<file path="src/rtl/axis_weight_sched_pkg.sv">
// Shared types and beat-count arithmetic for the weight-rotator layer scheduler.
package axis_weight_sched_pkg;

  localparam int unsigned BEATS_CONFIG_3X3_1 = 20;
  localparam int unsigned BEATS_CONFIG_1X1_1 = 12;
  localparam int unsigned BITS_W_BEATS       = 16;

  typedef enum logic [1:0] {
    L_IDLE,
    L_CALC,
    L_REQ,
    L_LOAD
  } l_state_t;

  typedef enum logic {
    R_IDLE,
    R_ROT
  } r_state_t;

  // One header beat, the config beats, one trailer beat, then the weight payload.
  function automatic int unsigned w_beats(input int unsigned k_1, input int unsigned cin_1,
                                          input int unsigned cfg_3x3_1,
                                          input int unsigned cfg_1x1_1);
    int unsigned cfg_1;
    cfg_1 = (k_1 == 0) ? cfg_1x1_1 : cfg_3x3_1;
    return 1 + cfg_1 + 1 + (k_1 + 1) * (cin_1 + 1);
  endfunction

endpackage

</file>
<file path="src/rtl/axis_weight_sched_if.sv">
// Command, DMA-request, rotator-tap and status bundle of axis_weight_sched.
interface axis_weight_sched_if #(
  parameter int unsigned KERNEL_H_MAX  = 3,
  parameter int unsigned IM_CIN_MAX    = 1024,
  parameter int unsigned IM_BLOCKS_MAX = 32,
  parameter int unsigned BITS_W_BEATS  = 16
);
  logic                             cmd_valid;
  logic                             cmd_ready;
  logic [$clog2(KERNEL_H_MAX)-1:0]  cmd_k_1;
  logic [$clog2(IM_CIN_MAX)-1:0]    cmd_cin_1;
  logic [$clog2(IM_BLOCKS_MAX)-1:0] cmd_blocks_1;
  logic                             dma_req_valid;
  logic                             dma_req_ready;
  logic [BITS_W_BEATS-1:0]          dma_req_beats;
  logic                             w_s_tvalid;
  logic                             w_s_tready;
  logic                             w_s_tlast;
  logic                             w_s_en;
  logic                             w_m_tvalid;
  logic                             w_m_tready;
  logic                             w_m_tlast;
  logic                             layer_done;
  logic                             busy;
  logic                             err_beats;

  modport slave (
    input  cmd_valid, cmd_k_1, cmd_cin_1, cmd_blocks_1, dma_req_ready,
           w_s_tvalid, w_s_tready, w_s_tlast, w_m_tvalid, w_m_tready, w_m_tlast,
    output cmd_ready, dma_req_valid, dma_req_beats, w_s_en, layer_done, busy, err_beats
  );

  modport master (
    output cmd_valid, cmd_k_1, cmd_cin_1, cmd_blocks_1, dma_req_ready,
           w_s_tvalid, w_s_tready, w_s_tlast, w_m_tvalid, w_m_tready, w_m_tlast,
    input  cmd_ready, dma_req_valid, dma_req_beats, w_s_en, layer_done, busy, err_beats
  );
endinterface

</file>
<file path="src/rtl/weight_sched_rot_cnt.sv">
// Rotate FSM: counts rotator output passes of the loaded layer and pulses layer_done.
module weight_sched_rot_cnt
  import axis_weight_sched_pkg::*;
#(
  parameter int unsigned BW = 5
) (
  input  logic          aclk,
  input  logic          aresetn,
  input  logic          load_rdy,
  input  logic [BW-1:0] pend_blocks_1,
  input  logic          m_last_hs,
  output logic          layer_done,
  output logic          idle
);

  r_state_t      state;
  logic [BW-1:0] rot_cnt;

  assign idle = (state == R_IDLE);

  always_ff @(posedge aclk or negedge aresetn) begin
    if (!aresetn) begin
      state      <= R_IDLE;
      rot_cnt    <= '0;
      layer_done <= 1'b0;
    end else begin
      layer_done <= 1'b0;
      unique case (state)
        R_IDLE: begin
          if (load_rdy) begin
            rot_cnt <= pend_blocks_1;
            state   <= R_ROT;
          end
        end
        R_ROT: begin
          if (m_last_hs) begin
            if (rot_cnt == '0) begin
              layer_done <= 1'b1;
              state      <= R_IDLE;
            end else begin
              rot_cnt <= rot_cnt - 1'b1;
            end
          end
        end
        default: state <= R_IDLE;
      endcase
    end
  end

endmodule

</file>
<file path="src/rtl/axis_weight_sched.sv">
// Layer scheduler for axis_weight_rotator: command intake, weights-DMA request, load gating.
// Optional WEIGHT_SCHED_PREFETCH_EN lets the next layer load while the current one rotates.
module axis_weight_sched
  import axis_weight_sched_pkg::*;
#(
  parameter int unsigned KERNEL_H_MAX       = 3,
  parameter int unsigned IM_CIN_MAX         = 1024,
  parameter int unsigned IM_BLOCKS_MAX      = 32,
  parameter int unsigned BEATS_CONFIG_3X3_1 = 20,
  parameter int unsigned BEATS_CONFIG_1X1_1 = 12,
  parameter int unsigned BITS_W_BEATS       = 16
) (
  input logic                aclk,
  input logic                aresetn,
  axis_weight_sched_if.slave bus
);

  localparam int unsigned KW = $clog2(KERNEL_H_MAX);
  localparam int unsigned CW = $clog2(IM_CIN_MAX);
  localparam int unsigned BW = $clog2(IM_BLOCKS_MAX);

  l_state_t                l_state;
  logic [KW-1:0]           k_1_q;
  logic [CW-1:0]           cin_1_q;
  logic [BW-1:0]           blocks_1_q;
  logic [BW-1:0]           pend_blocks_1;
  logic [BITS_W_BEATS-1:0] beat_cnt;
  logic [BITS_W_BEATS-1:0] beat_cnt_nxt;
  logic                    load_rdy;
  logic                    rot_idle;
  logic                    permit;
  logic                    cmd_hs;
  logic                    s_hs;
  logic                    m_last_hs;
  int unsigned             beats_full;

  logic                    cmd_ready_q;
  logic                    dma_req_valid_q;
  logic [BITS_W_BEATS-1:0] dma_req_beats_q;
  logic                    w_s_en_q;
  logic                    busy_q;
  logic                    err_beats_q;

  assign bus.cmd_ready     = cmd_ready_q;
  assign bus.dma_req_valid = dma_req_valid_q;
  assign bus.dma_req_beats = dma_req_beats_q;
  assign bus.w_s_en        = w_s_en_q;
  assign bus.busy          = busy_q;
  assign bus.err_beats     = err_beats_q;

`ifdef WEIGHT_SCHED_PREFETCH_EN
  assign permit = !load_rdy;
`else
  assign permit = !load_rdy && rot_idle;
`endif

  always_comb begin
    cmd_hs       = bus.cmd_valid && cmd_ready_q && (l_state == L_IDLE);
    s_hs         = bus.w_s_tvalid && bus.w_s_tready && (l_state == L_LOAD);
    m_last_hs    = bus.w_m_tvalid && bus.w_m_tready && bus.w_m_tlast;
    beat_cnt_nxt = beat_cnt + BITS_W_BEATS'(1);
    beats_full   = w_beats(32'(k_1_q), 32'(cin_1_q), BEATS_CONFIG_3X3_1, BEATS_CONFIG_1X1_1);
  end

  // cmd_ready/busy are registered from the current state, so they trail it by one cycle;
  // acceptance is also gated by L_IDLE so a stale ready can never double-accept.
  always_ff @(posedge aclk or negedge aresetn) begin
    if (!aresetn) begin
      l_state         <= L_IDLE;
      k_1_q           <= '0;
      cin_1_q         <= '0;
      blocks_1_q      <= '0;
      pend_blocks_1   <= '0;
      beat_cnt        <= '0;
      load_rdy        <= 1'b0;
      cmd_ready_q     <= 1'b0;
      dma_req_valid_q <= 1'b0;
      dma_req_beats_q <= '0;
      w_s_en_q        <= 1'b0;
      busy_q          <= 1'b0;
      err_beats_q     <= 1'b0;
    end else begin
      cmd_ready_q <= (l_state == L_IDLE) && !cmd_hs && permit;
      busy_q      <= (l_state != L_IDLE) || load_rdy || !rot_idle;
      if (load_rdy && rot_idle) load_rdy <= 1'b0;

      unique case (l_state)
        L_IDLE: begin
          if (cmd_hs) begin
            k_1_q      <= bus.cmd_k_1;
            cin_1_q    <= bus.cmd_cin_1;
            blocks_1_q <= bus.cmd_blocks_1;
            l_state    <= L_CALC;
          end
        end
        L_CALC: begin
          dma_req_beats_q <= beats_full[BITS_W_BEATS-1:0];
          dma_req_valid_q <= 1'b1;
          l_state         <= L_REQ;
        end
        L_REQ: begin
          if (bus.dma_req_ready) begin
            dma_req_valid_q <= 1'b0;
            w_s_en_q        <= 1'b1;
            beat_cnt        <= '0;
            l_state         <= L_LOAD;
          end
        end
        L_LOAD: begin
          if (s_hs) begin
            beat_cnt <= beat_cnt_nxt;
            if (bus.w_s_tlast) begin
              if (beat_cnt_nxt != dma_req_beats_q) err_beats_q <= 1'b1;
              w_s_en_q      <= 1'b0;
              load_rdy      <= 1'b1;
              pend_blocks_1 <= blocks_1_q;
              l_state       <= L_IDLE;
            end
          end
        end
        default: l_state <= L_IDLE;
      endcase
    end
  end

  weight_sched_rot_cnt #(
    .BW(BW)
  ) u_rot_cnt (
    .aclk          (aclk),
    .aresetn       (aresetn),
    .load_rdy      (load_rdy),
    .pend_blocks_1 (pend_blocks_1),
    .m_last_hs     (m_last_hs),
    .layer_done    (bus.layer_done),
    .idle          (rot_idle)
  );

endmodule

</file>
<file path="src/flat_wrapper.sv">
// flat-port wrapper written by rule: the top's interface ports become plain ports
module axis_weight_sched_flat import axis_weight_sched_pkg::*;
#(
  parameter int unsigned KERNEL_H_MAX       = 3,
  parameter int unsigned IM_CIN_MAX         = 1024,
  parameter int unsigned IM_BLOCKS_MAX      = 32,
  parameter int unsigned BEATS_CONFIG_3X3_1 = 20,
  parameter int unsigned BEATS_CONFIG_1X1_1 = 12,
  parameter int unsigned BITS_W_BEATS       = 16
)
  (aclk, aresetn, bus_cmd_valid, bus_cmd_k_1, bus_cmd_cin_1, bus_cmd_blocks_1, bus_dma_req_ready, bus_w_s_tvalid, bus_w_s_tready, bus_w_s_tlast, bus_w_m_tvalid, bus_w_m_tready, bus_w_m_tlast, bus_cmd_ready, bus_dma_req_valid, bus_dma_req_beats, bus_w_s_en, bus_layer_done, bus_busy, bus_err_beats);
  axis_weight_sched_if #(.KERNEL_H_MAX(KERNEL_H_MAX), .IM_CIN_MAX(IM_CIN_MAX), .IM_BLOCKS_MAX(IM_BLOCKS_MAX), .BITS_W_BEATS(BITS_W_BEATS)) bus_i ();
  input logic aclk;
  input logic aresetn;
  input wire logic [$bits(bus_i.cmd_valid)-1:0] bus_cmd_valid;
  input wire logic [$bits(bus_i.cmd_k_1)-1:0] bus_cmd_k_1;
  input wire logic [$bits(bus_i.cmd_cin_1)-1:0] bus_cmd_cin_1;
  input wire logic [$bits(bus_i.cmd_blocks_1)-1:0] bus_cmd_blocks_1;
  input wire logic [$bits(bus_i.dma_req_ready)-1:0] bus_dma_req_ready;
  input wire logic [$bits(bus_i.w_s_tvalid)-1:0] bus_w_s_tvalid;
  input wire logic [$bits(bus_i.w_s_tready)-1:0] bus_w_s_tready;
  input wire logic [$bits(bus_i.w_s_tlast)-1:0] bus_w_s_tlast;
  input wire logic [$bits(bus_i.w_m_tvalid)-1:0] bus_w_m_tvalid;
  input wire logic [$bits(bus_i.w_m_tready)-1:0] bus_w_m_tready;
  input wire logic [$bits(bus_i.w_m_tlast)-1:0] bus_w_m_tlast;
  output wire logic [$bits(bus_i.cmd_ready)-1:0] bus_cmd_ready;
  output wire logic [$bits(bus_i.dma_req_valid)-1:0] bus_dma_req_valid;
  output wire logic [$bits(bus_i.dma_req_beats)-1:0] bus_dma_req_beats;
  output wire logic [$bits(bus_i.w_s_en)-1:0] bus_w_s_en;
  output wire logic [$bits(bus_i.layer_done)-1:0] bus_layer_done;
  output wire logic [$bits(bus_i.busy)-1:0] bus_busy;
  output wire logic [$bits(bus_i.err_beats)-1:0] bus_err_beats;
  assign bus_i.cmd_valid = bus_cmd_valid;
  assign bus_i.cmd_k_1 = bus_cmd_k_1;
  assign bus_i.cmd_cin_1 = bus_cmd_cin_1;
  assign bus_i.cmd_blocks_1 = bus_cmd_blocks_1;
  assign bus_i.dma_req_ready = bus_dma_req_ready;
  assign bus_i.w_s_tvalid = bus_w_s_tvalid;
  assign bus_i.w_s_tready = bus_w_s_tready;
  assign bus_i.w_s_tlast = bus_w_s_tlast;
  assign bus_i.w_m_tvalid = bus_w_m_tvalid;
  assign bus_i.w_m_tready = bus_w_m_tready;
  assign bus_i.w_m_tlast = bus_w_m_tlast;
  assign bus_cmd_ready = bus_i.cmd_ready;
  assign bus_dma_req_valid = bus_i.dma_req_valid;
  assign bus_dma_req_beats = bus_i.dma_req_beats;
  assign bus_w_s_en = bus_i.w_s_en;
  assign bus_layer_done = bus_i.layer_done;
  assign bus_busy = bus_i.busy;
  assign bus_err_beats = bus_i.err_beats;
  axis_weight_sched #(.KERNEL_H_MAX(KERNEL_H_MAX), .IM_CIN_MAX(IM_CIN_MAX), .IM_BLOCKS_MAX(IM_BLOCKS_MAX), .BEATS_CONFIG_3X3_1(BEATS_CONFIG_3X3_1), .BEATS_CONFIG_1X1_1(BEATS_CONFIG_1X1_1), .BITS_W_BEATS(BITS_W_BEATS)) u_core (.aclk(aclk), .aresetn(aresetn), .bus(bus_i));
endmodule
</file>
<file path="config.mk">
export PLATFORM = sky130hd
export DESIGN_NAME = axis_weight_sched_flat
export DESIGN_NICKNAME = d
export VERILOG_FILES = /design/src/rtl/axis_weight_sched_pkg.sv /design/src/rtl/axis_weight_sched_if.sv /design/src/rtl/weight_sched_rot_cnt.sv /design/src/rtl/axis_weight_sched.sv /design/src/flat_wrapper.sv
export SDC_FILE = /design/constraint.sdc
export NUM_CORES = 1
export LEC_CHECK = 0
export CORE_MARGIN = 2
export CORE_UTILIZATION = 40
export DETAILED_ROUTE_END_ITERATION = 10
export GPL_ROUTABILITY_DRIVEN = 0
export GPL_TIMING_DRIVEN = 0
export PLACE_DENSITY = 0.62
export SLEW_MARGIN = 20
export SYNTH_ARGS = -nofsm -noshare
export SYNTH_HDL_FRONTEND = slang
export SYNTH_SLANG_ARGS = --single-unit
</file>
<file path="constraint.sdc">
create_clock -name aclk -period 3.62 [get_ports aclk]
set_input_delay 0.362 -clock aclk [delete_from_list [all_inputs] [get_ports aclk]]
set_output_delay 0.362 -clock aclk [all_outputs]
set_load 0.1 [all_outputs]
</file>
==> impl_metrics.yaml <==
drt:
  top_layer: "met4"
  wirelength_um: 10400
  firstDrtPassIters: 4
  vias: 3708
  drtIter0Drc: 253
  viasPerCell: 5.24
  drc: 0
  dr_wl_met3_um: 384
  wl_per_cell_um: 14.8
  met2_length_um: 5190
  antenna_left: 0
  drt-met1-wl_um: 4690
clock_tree:
  cts_root_buffer: "clkbuf_16"
  clockBufferDepth: 2
  clkLatencyLatePin_ns: 0.33
  cts.sink_count: 68
  cts_inserted_buffers: 9
  cts_tree: "done"
  h-tree-depth: 3
  clkSlewWorstSetupHoldPaths_ns: 0.06
finish:
  nFillCells: 1033
  final_cell_area_um2: 6070
  final_nets: 630
  diodes: 0
  drive_above_1_share_pct: 20.7
  area_growth_pct: 28.7
place:
  dp_hpwl_um: 7530
  place_ws_ns: -0.340
  place_area_um2: 5420
  port_buffers: 47
synthesis:
  netlist.area_leader.share_pct: 36.1
  yosys_warnings: 0
  synth_async_sr_flop_share_pct: 100
  synth_top_area_cell: "dfrtp_1"
  synth-edff-count: 0
  synth_area_leaders: "dfrtp_1 (36%), ha_1 (8.5%), mux2_2 (7.6%)"
  yosysSeqAreaShare_pct: 36.1
  avgSynthCellArea_um2: 9.73
  syn-num-nets: 556
  syn_inst: 485
  syn_area_um2: 4720
  ys.flop_type: "dfrtp_1"
  ys_types: 62
  ys_ff_latch: 68
critical_path:
  crit_arrival_ns: 3.85
  cpLargestDelayFamily: "adder cells"
  cp-end-kind: "flip-flop"
  path_max_fanout: 4
  start_kind: "flip-flop"
  critPathKind: "reg2reg"
  cp_num_buf_inv: 4
  reg2reg_depth: 15
  crit_chain: "clkbuf_8, clkinvlp_4, ha_4, and2_4, fa_1, inv_1, fa_2, inv_2, ha_4, a21o_1, a21oi_2, o21ai_2, a31oi_1, xnor2_1, mux2_4"
  critPathRequiredTime_ns: 3.83
  cp_num_cells: 15
  critical_path.slowest_cell: "fa_2"
  path_common_cell: "ha_4"
  max_stage_delay_ns: 0.56
timing:
  setup_viol: 2
  fin_ws_ns: -0.0175
  worst_clock_skew_ns: 0.00923
  slew_violations: 0
  rsz0062_at_grt: "yes"
  fin_crit_ns: 3.64
  tightest_slew_ns: 0.996
  slew_headroom_pct: 33.4
  hold_violations: 0
  post-route-period-util_pct: 100
  fin_setup_tns_ns: -0.0230
  timing.fmax_ghz: 0.275
grt:
  grt_overflow: 0
  grt_antenna_before_repair: 0
  track_usage_pct: 16.4
  grt_start_max_net_pins: 52
  grt_pass1_wl_um: 16900
  first_global_vias: 3539
power:
  ir_worst_vdd_uv: 531
  p_per_area_nw_per_um2: 616
  leakage_uw: 0.00269
floorplan:
  coreArea_um2: 11500
  start_util_pct: 41.2
  rows: 39
  die_w_um: 113
  io_pins: 49
  dieArea_um2: 12700
  die_y_um: 113
status:
  violations: "setup timing"
  status: "complete, but fails checks"
run:
  drv_cap: 0
worst_hold_path:
  hold_class: "in2async"
through the flow:
stage / power (uW) / utilization (%) / std cells / hold WS (ns)
6_report: 3740 / 53.0 / 707 / 0.447
5_1_grt: 3920 / 53.0 / 707 / 0.464
4_1_cts: 3700 / 51.3 / 700 / 0.455
3_5_place_dp: 2620 / 47.2 / 676 / 0.268
3_3_place_gp: 2600 / 47.0 / 675 / 0.484
2_1_floorplan: 2220 / - / 485 / 0.0664
timing repair:
action | in CTS | in global routing
gates resized for setup | 13 | 27
cloned | 0 | 0
endpoints found under the setup margin | 9 | 8
pin swaps | 7 | 17
setup buffers | 8 | 7
hold buffers | 1 | 0
hold endpoints to repair | 17 | 0
worst register-to-register path, stage by stage, from the launching register on:
cell and delay [ns]:
dfrtp_1 0.37, clkbuf_8 0.16, clkinvlp_4 0.11, ha_4 0.27, and2_4 0.14, fa_1 0.53, inv_1 0.05, fa_2 0.56
inv_2 0.05, ha_4 0.22, a21o_1 0.16, a21oi_2 0.21, o21ai_2 0.12, a31oi_1 0.19, xnor2_1 0.11, mux2_4 0.26
sequential cells by signal, summed over array words and instances (netlist names), 2 cells and up:
| register | flops |
|---|---|
| u_core.u_rot_cnt.rot_cnt | 5 |
| u_core.cin_1_q | 10 |
| u_core.pend_blocks_1 | 5 |
| u_core.beat_cnt | 16 |
| u_core.l_state | 2 |
| u_core.blocks_1_q | 5 |
| u_core.k_1_q | 2 |
| u_core.bus.dma_req_beats | 15 |
Yosys cell counts, drive strengths merged, types with 2 or more instances:
cell,count
a211oi,3
a21o,4
a21oi,16
a22o,2
a31oi,7
and2,9
and3,7
buf,5
clkbuf,12
clkinv,2
dfrtp,68
fa,12
ha,32
inv,31
mux2,32
mux2i,3
nand2,33
nand2b,5
nand3,17
nand4,7
nor2,35
nor2b,17
nor3,7
nor4,4
o21a,2
o21ai,40
o22a,2
o22ai,2
o31ai,6
o41ai,2
or2,2
or3,7
xnor2,20
xor2,14
cells by family (layout without fill, tap and decap cells):
group                      Yosys count  after routing  synth area share, %
other                                1              1               0.0795
buffers and inverters               50            129                 4.24
AOI/OAI and AO/OA                   98             98                 13.1
adders and majority gates           44             44                 13.6
muxes                               35             35                 8.27
DFF                                 68             68                 36.1
xor gates and xnor gates            35             35                 6.79
and+or+nand+nor                    154            154                 17.9
power breakdown:
group          switching, uW  internal, uW  total (uW)  leakage [uW]
clock                    335           710        1050      0.000173
sequential               165           908        1070      0.000858
combinational           1080           546        1620       0.00166
total                   1580          2160        3740       0.00269
cell type report:
cell class	instances	area [um2]	area share (%)
inverters	33	128	2.10
clock buffers	12	256	4.22
clock inverters	4	95.1	1.57
plain buffers	16	86.3	1.42
flip-flops and latches	68	1700	28.0
multi-input cells	367	3010	49.5
well taps	143	179	2.95
repair buffers	64	618	10.2
final timing paths:
kind | start | endpoint | slack (ns)
worst max-delay path | u_core.k_1_q[0] | u_core.bus.dma_req_beats[11] | -0.02
worst min-delay path | aresetn | u_core.beat_cnt[7] | 0.45
worst max register to register | u_core.k_1_q[0] | u_core.bus.dma_req_beats[11] | -0.02
worst min register to register | u_core.bus.cmd_ready | u_core.bus.cmd_ready | 0.50
max in group asynchronous | aresetn | u_core.cin_1_q[0] | 2.61
min in group aclk | u_core.bus.cmd_ready | u_core.bus.cmd_ready | 0.50
per-layer routing:
| metal | track usage (%) | vias up |
|---|---|---|
| li1 | - | 1843 |
| met1 | 21.0 | 1783 |
| met2 | 27.9 | 68 |
| met3 | 3.08 | 14 |
| met4 | 5.69 | 0 |
| met5 | 0 | - |
cell usage in the layout (no fill, tap or decap), types with 9 or more instances in the layout:
master           netlist  routed
a21oi_1               16      12
buf_4                  2      18
clkbuf_1              11       9
clkbuf_16              0       9
clkdlybuf4s50_1        0      46
dfrtp_1               68      67
fa_1                  12      10
ha_1                  32      27
inv_1                 31      29
mux2_2                32      31
nand2_1               32      31
nand3_1               15      15
nor2_1                35      34
nor2b_1               17      15
o21ai_0               39      36
xnor2_1               20      20
xor2_1                14      11
(Power assumes the default switching activity.)
